File: src/rtl/fb_write_ctrl.sv
// Frame buffer write controller.
// Merges a non-stallable camera pixel stream with an overlay (graphics)
// write port into a single registered frame buffer write port. The camera
// always wins; the overlay only gets cycles in which the camera is idle.
// A freeze FSM blocks camera writes on frame boundaries so that a held
// frame is never torn.
module fb_write_ctrl #(
  parameter int H_PIX = 320,
  parameter int V_PIX = 240
) (
  input  logic        clk,
  input  logic        reset,
  input  logic        cam_vsync,
  input  logic        cam_valid,
  input  logic [15:0] cam_data,
  input  logic        gfx_req,
  input  logic [16:0] gfx_addr,
  input  logic [15:0] gfx_data,
  input  logic        freeze_req,
  output logic        gfx_ack,
  output logic        we,
  output logic [16:0] wAddr,
  output logic [15:0] wData,
  output logic        frame_stop,
  output logic        frame_done,
  output logic        err
);

  localparam int          FB_DEPTH  = H_PIX * V_PIX;
  localparam logic [16:0] DEPTH_A   = 17'(FB_DEPTH);
  localparam logic [16:0] LAST_ADDR = 17'(FB_DEPTH - 1);

  // Freeze FSM: the two *_PEND states wait for a frame boundary (vsync)
  // before the freeze takes or releases effect.
  typedef enum logic [1:0] {
    RUN       = 2'd0,
    STOP_PEND = 2'd1,
    STOPPED   = 2'd2,
    RUN_PEND  = 2'd3
  } frz_state_t;

  frz_state_t  state_reg, state_next;

  logic [16:0] cam_ptr_reg, cam_ptr_next;

  logic        we_reg;
  logic [16:0] waddr_reg;
  logic [15:0] wdata_reg;
  logic        gfx_ack_reg;
  logic        frame_stop_reg;
  logic        frame_done_reg;
  logic        err_reg;

  logic        write_block;
  logic        cam_in_range;
  logic [16:0] cam_addr;
  logic        cam_wr;
  logic        cam_ovf;
  logic        gfx_gnt;
  logic        gfx_in_range;
  logic        gfx_wr;
  logic        gfx_bad;

  // Arbitration and address decode for the current cycle.
  always_comb begin
    write_block  = (state_reg == STOPPED);
    // A vsync in the same cycle as a pixel restarts the frame at address 0,
    // so such a pixel is always in range.
    cam_in_range = cam_vsync || (cam_ptr_reg < DEPTH_A);
    cam_addr     = cam_vsync ? 17'd0 : cam_ptr_reg;
    cam_wr       = cam_valid && cam_in_range && !write_block;
    cam_ovf      = cam_valid && !cam_in_range;
    // The overlay is locked out in the ack cycle: a requester still holding
    // gfx_req while it sees gfx_ack must not be granted a second time.
    gfx_gnt      = gfx_req && !cam_valid && !write_block && !gfx_ack_reg;
    gfx_in_range = (gfx_addr < DEPTH_A);
    gfx_wr       = gfx_gnt && gfx_in_range;
    gfx_bad      = gfx_gnt && !gfx_in_range;
  end

  // Camera address pointer: keeps counting while writes are blocked so the
  // frame position stays in step with the sensor; saturates at FB_DEPTH.
  always_comb begin
    cam_ptr_next = cam_ptr_reg;
    if (cam_vsync) begin
      cam_ptr_next = cam_valid ? 17'd1 : 17'd0;
    end else if (cam_valid && (cam_ptr_reg < DEPTH_A)) begin
      cam_ptr_next = cam_ptr_reg + 17'd1;
    end
  end

  // Freeze FSM next-state logic; a cancelled request takes priority over a
  // coincident vsync.
  always_comb begin
    state_next = state_reg;
    unique case (state_reg)
      RUN: begin
        if (freeze_req) state_next = STOP_PEND;
      end
      STOP_PEND: begin
        if (!freeze_req)    state_next = RUN;
        else if (cam_vsync) state_next = STOPPED;
      end
      STOPPED: begin
        if (!freeze_req) state_next = RUN_PEND;
      end
      RUN_PEND: begin
        if (freeze_req)     state_next = STOPPED;
        else if (cam_vsync) state_next = RUN;
      end
      default: state_next = RUN;
    endcase
  end

  // Freeze FSM state register.
  always_ff @(posedge clk or posedge reset) begin
    if (reset) begin
      state_reg <= RUN;
    end else begin
      state_reg <= state_next;
    end
  end

  // Camera pointer register.
  always_ff @(posedge clk or posedge reset) begin
    if (reset) begin
      cam_ptr_reg <= 17'd0;
    end else begin
      cam_ptr_reg <= cam_ptr_next;
    end
  end

  // Registered write port; address/data hold their last value between writes.
  always_ff @(posedge clk or posedge reset) begin
    if (reset) begin
      we_reg    <= 1'b0;
      waddr_reg <= 17'd0;
      wdata_reg <= 16'd0;
    end else begin
      we_reg <= cam_wr || gfx_wr;
      if (cam_wr) begin
        waddr_reg <= cam_addr;
        wdata_reg <= cam_data;
      end else if (gfx_wr) begin
        waddr_reg <= gfx_addr;
        wdata_reg <= gfx_data;
      end
    end
  end

  // Handshake and status flags, aligned with the registered write port.
  always_ff @(posedge clk or posedge reset) begin
    if (reset) begin
      gfx_ack_reg    <= 1'b0;
      frame_done_reg <= 1'b0;
      frame_stop_reg <= 1'b0;
      err_reg        <= 1'b0;
    end else begin
      gfx_ack_reg    <= gfx_gnt;
      frame_done_reg <= cam_wr && (cam_addr == LAST_ADDR);
      frame_stop_reg <= (state_reg == STOPPED) || (state_reg == RUN_PEND);
      err_reg        <= err_reg || cam_ovf || gfx_bad;
    end
  end

  assign we         = we_reg;
  assign wAddr      = waddr_reg;
  assign wData      = wdata_reg;
  assign gfx_ack    = gfx_ack_reg;
  assign frame_done = frame_done_reg;
  assign frame_stop = frame_stop_reg;
  assign err        = err_reg;

endmodule

File: config.mk
export PLATFORM = sky130hd
export DESIGN_NAME = fb_write_ctrl
export DESIGN_NICKNAME = d
export VERILOG_FILES = /design/src/rtl/fb_write_ctrl.sv
export SDC_FILE = /design/constraint.sdc
export NUM_CORES = 1
export LEC_CHECK = 0
export BUFFER_PORTS_ARGS = -buffer_cell sky130_fd_sc_hd__buf_2
export CORE_UTILIZATION = 40
export DETAILED_ROUTE_END_ITERATION = 8
export PLACE_DENSITY_LB_ADDON = 0.3
export RECOVER_POWER = 50
export SETUP_SLACK_MARGIN = 0.3
export SYNTH_ARGS = -nofsm -noshare
export SYNTH_HDL_FRONTEND = slang
export SYNTH_SLANG_ARGS = --single-unit
File: constraint.sdc
create_clock -name clk -period 5.2 [get_ports clk]
set_input_delay 0 -clock clk [delete_from_list [all_inputs] [get_ports clk]]
set_output_delay 0 -clock clk [all_outputs]
set_load 0.05 [all_outputs]
==> impl_metrics.json, run 1 <==
{
  "vias": 2620,
  "maxSlewHeadroom_pct": -99.5,
  "outcome": "complete, but fails checks",
  "fillers": 546,
  "track_usage_pct": 22.6,
  "ys.flop_type": "dfrtp_1",
  "p_seq_share_pct": 33.3,
  "fin_tns_setup_ns": 0,
  "final_cell_mix": "60 x buf_2, 57 x dfrtp_1, 50 x dlygate4sd3_1",
  "slowest_stage": "clkbuf_1",
  "peakVddDrop_uv": 156,
  "place_ws_ns": 2.45,
  "placementRows": 29,
  "cts_tree": "yes",
  "viasPerCell": 5.44,
  "worst-path-stages": 4,
  "synth_cell_types": 40,
  "worst-slew-pin-transition_ns": 2.99,
  "first_pass_iters": 4,
  "hold_end": "wAddr[15]",
  "fin_cells": 482,
  "required_ns": 4.98,
  "antenna_found_initial": 0,
  "maxCapViolations": 1,
  "port_buffers": 92,
  "violations": "hold timing, capacitance limit, slew limit",
  "cp-start-kind": "primary input",
  "grt_pass1_vias": 2688,
  "diodes": 0,
  "drt_iter0_markers": 146,
  "clk_latency_ns": 0.34,
  "cp_num_buf_inv": 4,
  "internal_power_mw": 1.05,
  "grt_max_degree": 58,
  "fin_nets": 456,
  "r2r_start": "cam_ptr_reg[11]",
  "gp_congestion": 0.849,
  "fp.dieW_um": 85.3,
  "critical-path-top-delay-family": "buffers and inverters",
  "synth_edf_count": 0,
  "netlist_area_um2": 2780,
  "fin_crit_ns": 3.03,
  "yosysTopAreaCell": "dfrtp_1",
  "crit_arrival_ns": 2.81,
  "layout_commonest_cell": "buf_2",
  "synth-seq-area-share_pct": 51.4,
  "dpl_cell_area_um2": 3230,
  "grt_setup_unrepaired": "no",
  "root_buffer": "clkbuf_8",
  "comb_power_share_pct": 42.3,
  "hp-start": "gfx_addr[15]",
  "power.total_mw": 1.87,
  "slowest_delay_ns": 2.11,
  "fp.dieArea_um2": 7280,
  "clkPwrFrac_pct": 24.4,
  "grt_overflow_total": 0,
  "hold_depth": 3,
  "switching_power_mw": 0.813,
  "hold_ws_ns": -0.00156,
  "cts_resized": 0,
  "crit_type": "in2async",
  "coreArea_um2": 6530,
  "rrSetupSlack_ns": 2.36,
  "netlist_instances": 265,
  "cp_cell_sequence": "dlygate4sd3_1 > buf_2 > clkinv_1 > clkbuf_1",
  "p_leak_nw": 1.98,
  "start_util_pct": 42.5,
  "cts.sinks": 57,
  "holdCritPathClass": "in2reg",
  "antenna_left": 0,
  "ys_async_sr_fraction_pct": 100,
  "synth_top_area_share_pct": 51.4,
  "powerDensity_nw_per_um2": 477,
  "end_kind": "asynchronous set/reset pin",
  "switching_share_pct": 43.6,
  "reg2reg_to": "wData[0]",
  "wirelength_mm": 7.71,
  "cts_made_buffers": 9,
  "routedWlPerCell_um": 16.0,
  "final.setup.worst_slack_ns": 2.17,
  "dp_cells": 416,
  "setup_viol_count_final": 0,
  "synth_area_leaders": "dfrtp_1 51%, a22o_1 8.2%, a21o_1 7.6%",
  "drv_slew": 58,
  "die_h_um": 85.3,
  "areaGrowthSynthToFinish_pct": 40.9,
  "critPathMaxFanout": 57,
  "hold_violations": 1,
  "rr_worst_depth": 6,
  "syn_nets": 321,
  "fin_area_um2": 3910,
  "grt_pass1_wl_mm": 12.7,
  "drc": 0,
  "pin_count": 93,
  "drive_gt1_share_pct": 20.0,
  "yosysWarnings": 0,
  "clk_pin_slew_ns": 0.06,
  "clockBufferDepth": 2,
  "period_share_pct": 58.3,
  "htreeDepth": 3,
  "ys_ff_latch": 57,
  "skew_ns": 0.00741,
  "syn_avg_cell_area_um2": 10.5,
  "max_freq_ghz": 0.330,
  "post-route-util_pct": 59.9,
  "place.detailed.hpwl_mm": 4.69
}
## Yosys cell counts (5+ instances only)
cell type,count
a21o_1,28
dfrtp_1,57
a22o_1,26
buf_2,7
clkbuf_1,7
nand3_1,17
nor2_1,21
nand2_1,17
xnor2_1,11
nand4_1,5
nand3b_1,5
a21oi_1,13
## power groups by stage
stage	Combinational, mW	Clock [mW]	Sequential [mW]
floorplan	0.216	0	0.992
global placement	0.744	0	0.622
detailed placement	0.754	0	0.623
CTS	0.811	0.463	0.615
global route	0.831	0.489	0.638
finish	0.789	0.455	0.621
## worst max path at each step
stage	start	to	slack, ns
2_1_floorplan	cam_ptr_reg[11]	wAddr[10]	3.46
3_3_place_gp	cam_ptr_reg[11]	wAddr[16]	2.52
3_5_place_dp	cam_ptr_reg[11]	wAddr[16]	2.45
4_1_cts	cam_ptr_reg[11]	wData[6]	2.40
5_1_grt	reset	cam_ptr_reg[3]	1.54
6_report	reset	cam_ptr_reg[6]	2.17
## logic make-up (layout without fill, tap and decap cells)
group / Yosys count / after routing / synth area share (%)
AOI/OAI and AO/OA: 84 / 84 / 23.3
xor gates and xnor gates: 12 / 12 / 3.79
adders and majority gates: 1 / 1 / 0.451
buffers and inverters: 24 / 164 / 4.64
DFF: 57 / 57 / 51.4
muxes: 3 / 3 / 1.17
and+or+nand+nor: 84 / 84 / 15.2
## worst register-to-register path, delay by kind of cell (launching register included)
kind	cells	cell delay, ns
AO/OA/AOI/OAI	5	1.78
buffers and inverters	1	0.57
flip-flops	1	0.44
## what timing repair did
item                                    4_1_cts  5_1_grt
setup buffers                                 0        0
hold endpoints to repair                     92        1
endpoints found under the setup margin        0        0
hold buffers                                 49        1
## metal layers
metal	track usage (%)	vias up	wire (um)
met3	6.32	13	520
li1	-	1234	-
met4	9.09	0	144
met2	40.2	108	3800
met5	0	-	0
met1	25.7	1265	3250
## area by class of cell
| type | count | area [um2] | share of cell area, % |
|---|---|---|---|
| clock inverter | 5 | 78.8 | 2.02 |
| timing repair buffer | 144 | 932 | 23.8 |
| clock buffer | 11 | 141 | 3.61 |
| inverter | 4 | 15.0 | 0.384 |
| tap | 77 | 96.3 | 2.46 |
| sequential | 57 | 1430 | 36.5 |
| multi-input combinational | 184 | 1220 | 31.2 |
Note: power is estimated with default switching activity, not from simulation.
==> inputs of run 2 (changes only) <==
Clock period 5.2 ns to 2.7 ns, I/O delays scaled along.
==> impl_metrics.json, run 2 (synthesis results as in run 1) <==
{
  "crit_type": "reg2reg",
  "cp-start-kind": "flip-flop",
  "drive_gt1_share_pct": 19.5,
  "critPathMaxFanout": 18,
  "fin_crit_ns": 2.18,
  "place_ws_ns": 0.540,
  "layout_commonest_cell": "dfrtp_1",
  "critical-path-top-delay-family": "compound AO/OA/AOI/OAI gates",
  "pin_count": 93,
  "period_share_pct": 80.9,
  "maxSlewHeadroom_pct": 32.4,
  "dp_cells": 419,
  "fp.dieArea_um2": 7280,
  "routedWlPerCell_um": 16.1,
  "outcome": "completed",
  "powerDensity_nw_per_um2": 862,
  "post-route-util_pct": 59.7,
  "required_ns": 2.92,
  "final.setup.worst_slack_ns": 0.516,
  "vias": 2628,
  "start_util_pct": 42.5,
  "clk_latency_ns": 0.34,
  "antenna_left": 0,
  "maxCapViolations": 0,
  "fp.dieW_um": 85.3,
  "peakVddDrop_uv": 284,
  "track_usage_pct": 22.9,
  "htreeDepth": 3,
  "first_pass_iters": 4,
  "grt_max_degree": 42,
  "holdCritPathClass": "in2reg",
  "skew_ns": 0.00620,
  "clk_pin_slew_ns": 0.07,
  "end_kind": "flip-flop",
  "grt_overflow_total": 0,
  "postCtsSetupBuffers": 0,
  "drc": 0,
  "place.detailed.hpwl_mm": 4.84,
  "grt_setup_unrepaired": "no",
  "worst-slew-pin-transition_ns": 1.01,
  "dpl_cell_area_um2": 3260,
  "slowest_delay_ns": 0.54,
  "fin_cells": 487,
  "drt_iter0_markers": 167,
  "die_h_um": 85.3,
  "cts_resized": 0,
  "rrSetupSlack_ns": 0.52,
  "hold_ws_ns": 0.0786,
  "p_leak_nw": 1.95,
  "cts_tree": "yes",
  "cts.sinks": 57,
  "viasPerCell": 5.40,
  "wirelength_mm": 7.84,
  "final_cell_mix": "57 x dfrtp_1, 54 x buf_2, 52 x dlygate4sd3_1",
  "placementRows": 29,
  "port_buffers": 92,
  "max_freq_ghz": 0.458,
  "cts_hold_buf": 52,
  "setup_viol_count_final": 0,
  "fin_area_um2": 3900,
  "fin_tns_setup_ns": 0,
  "clockBufferDepth": 2,
  "power.total_mw": 3.36,
  "gp_congestion": 0.858,
  "antenna_found_initial": 0,
  "coreArea_um2": 6530,
  "cp_cell_sequence": "a21o_1 > a211o_1 > a21oi_4 > nor2_2 > buf_4 > a221o_1",
  "grt_pass1_vias": 2689,
  "areaGrowthSynthToFinish_pct": 40.4,
  "drv_slew": 0,
  "cts_made_buffers": 9,
  "grt_pass1_wl_mm": 12.9,
  "hold_violations": 0,
  "crit_arrival_ns": 2.41,
  "slowest_stage": "a211o_1",
  "diodes": 0,
  "fin_nets": 461,
  "root_buffer": "clkbuf_8",
  "cp_num_buf_inv": 1
}
[run 2: power breakdown]
group          leakage [nW]  total, mW  switching [mW]  internal, mW
Sequential            0.741       1.20           0.125          1.07
Combinational          1.11       1.48            1.10         0.376
Clock                0.0956      0.686           0.336         0.350
[run 2: path summary, 6_finish.rpt]
| path | startpoint | cells past startpoint | end |
|---|---|---|---|
| worst max-delay path | cam_ptr_reg[11] | 6 | wAddr[16] |
| worst min-delay path | cam_valid | 3 | cam_ptr_reg[0] |
| worst max register to register | cam_ptr_reg[11] | 6 | wAddr[16] |
| worst min register to register | flip-flop | 0 | frame_stop |
| max in group asynchronous | reset | 4 | err |
| min in group asynchronous | reset | 3 | wData[10] |
[run 2: cell type report]
| cell class | count | area, um2 |
|---|---|---|
| well taps | 77 | 96.3 |
| multi-input cells | 184 | 1220 |
| repair buffers | 149 | 968 |
| inverters | 4 | 15.0 |
| clock inverters | 6 | 33.8 |
| clock buffers | 10 | 138 |
| flip-flops and latches | 57 | 1430 |
| fillers | 555 | 2630 |
[run 2: layer usage]
layer | wire, um | track usage, % | vias to the layer above
li1 | - | - | 1241
met1 | 3310 | 27.1 | 1254
met2 | 3770 | 39.6 | 115
met3 | 537 | 5.45 | 18
met4 | 224 | 10.6 | 0
met5 | 0 | 0 | -
[run 2: worst reg2reg max path: stages, from the launching register on]
cell     delay (ns)
dfrtp_1        0.44
a21o_1         0.21
a211o_1        0.54
a21oi_4        0.26
nor2_2         0.11
buf_4          0.21
a221o_1        0.30
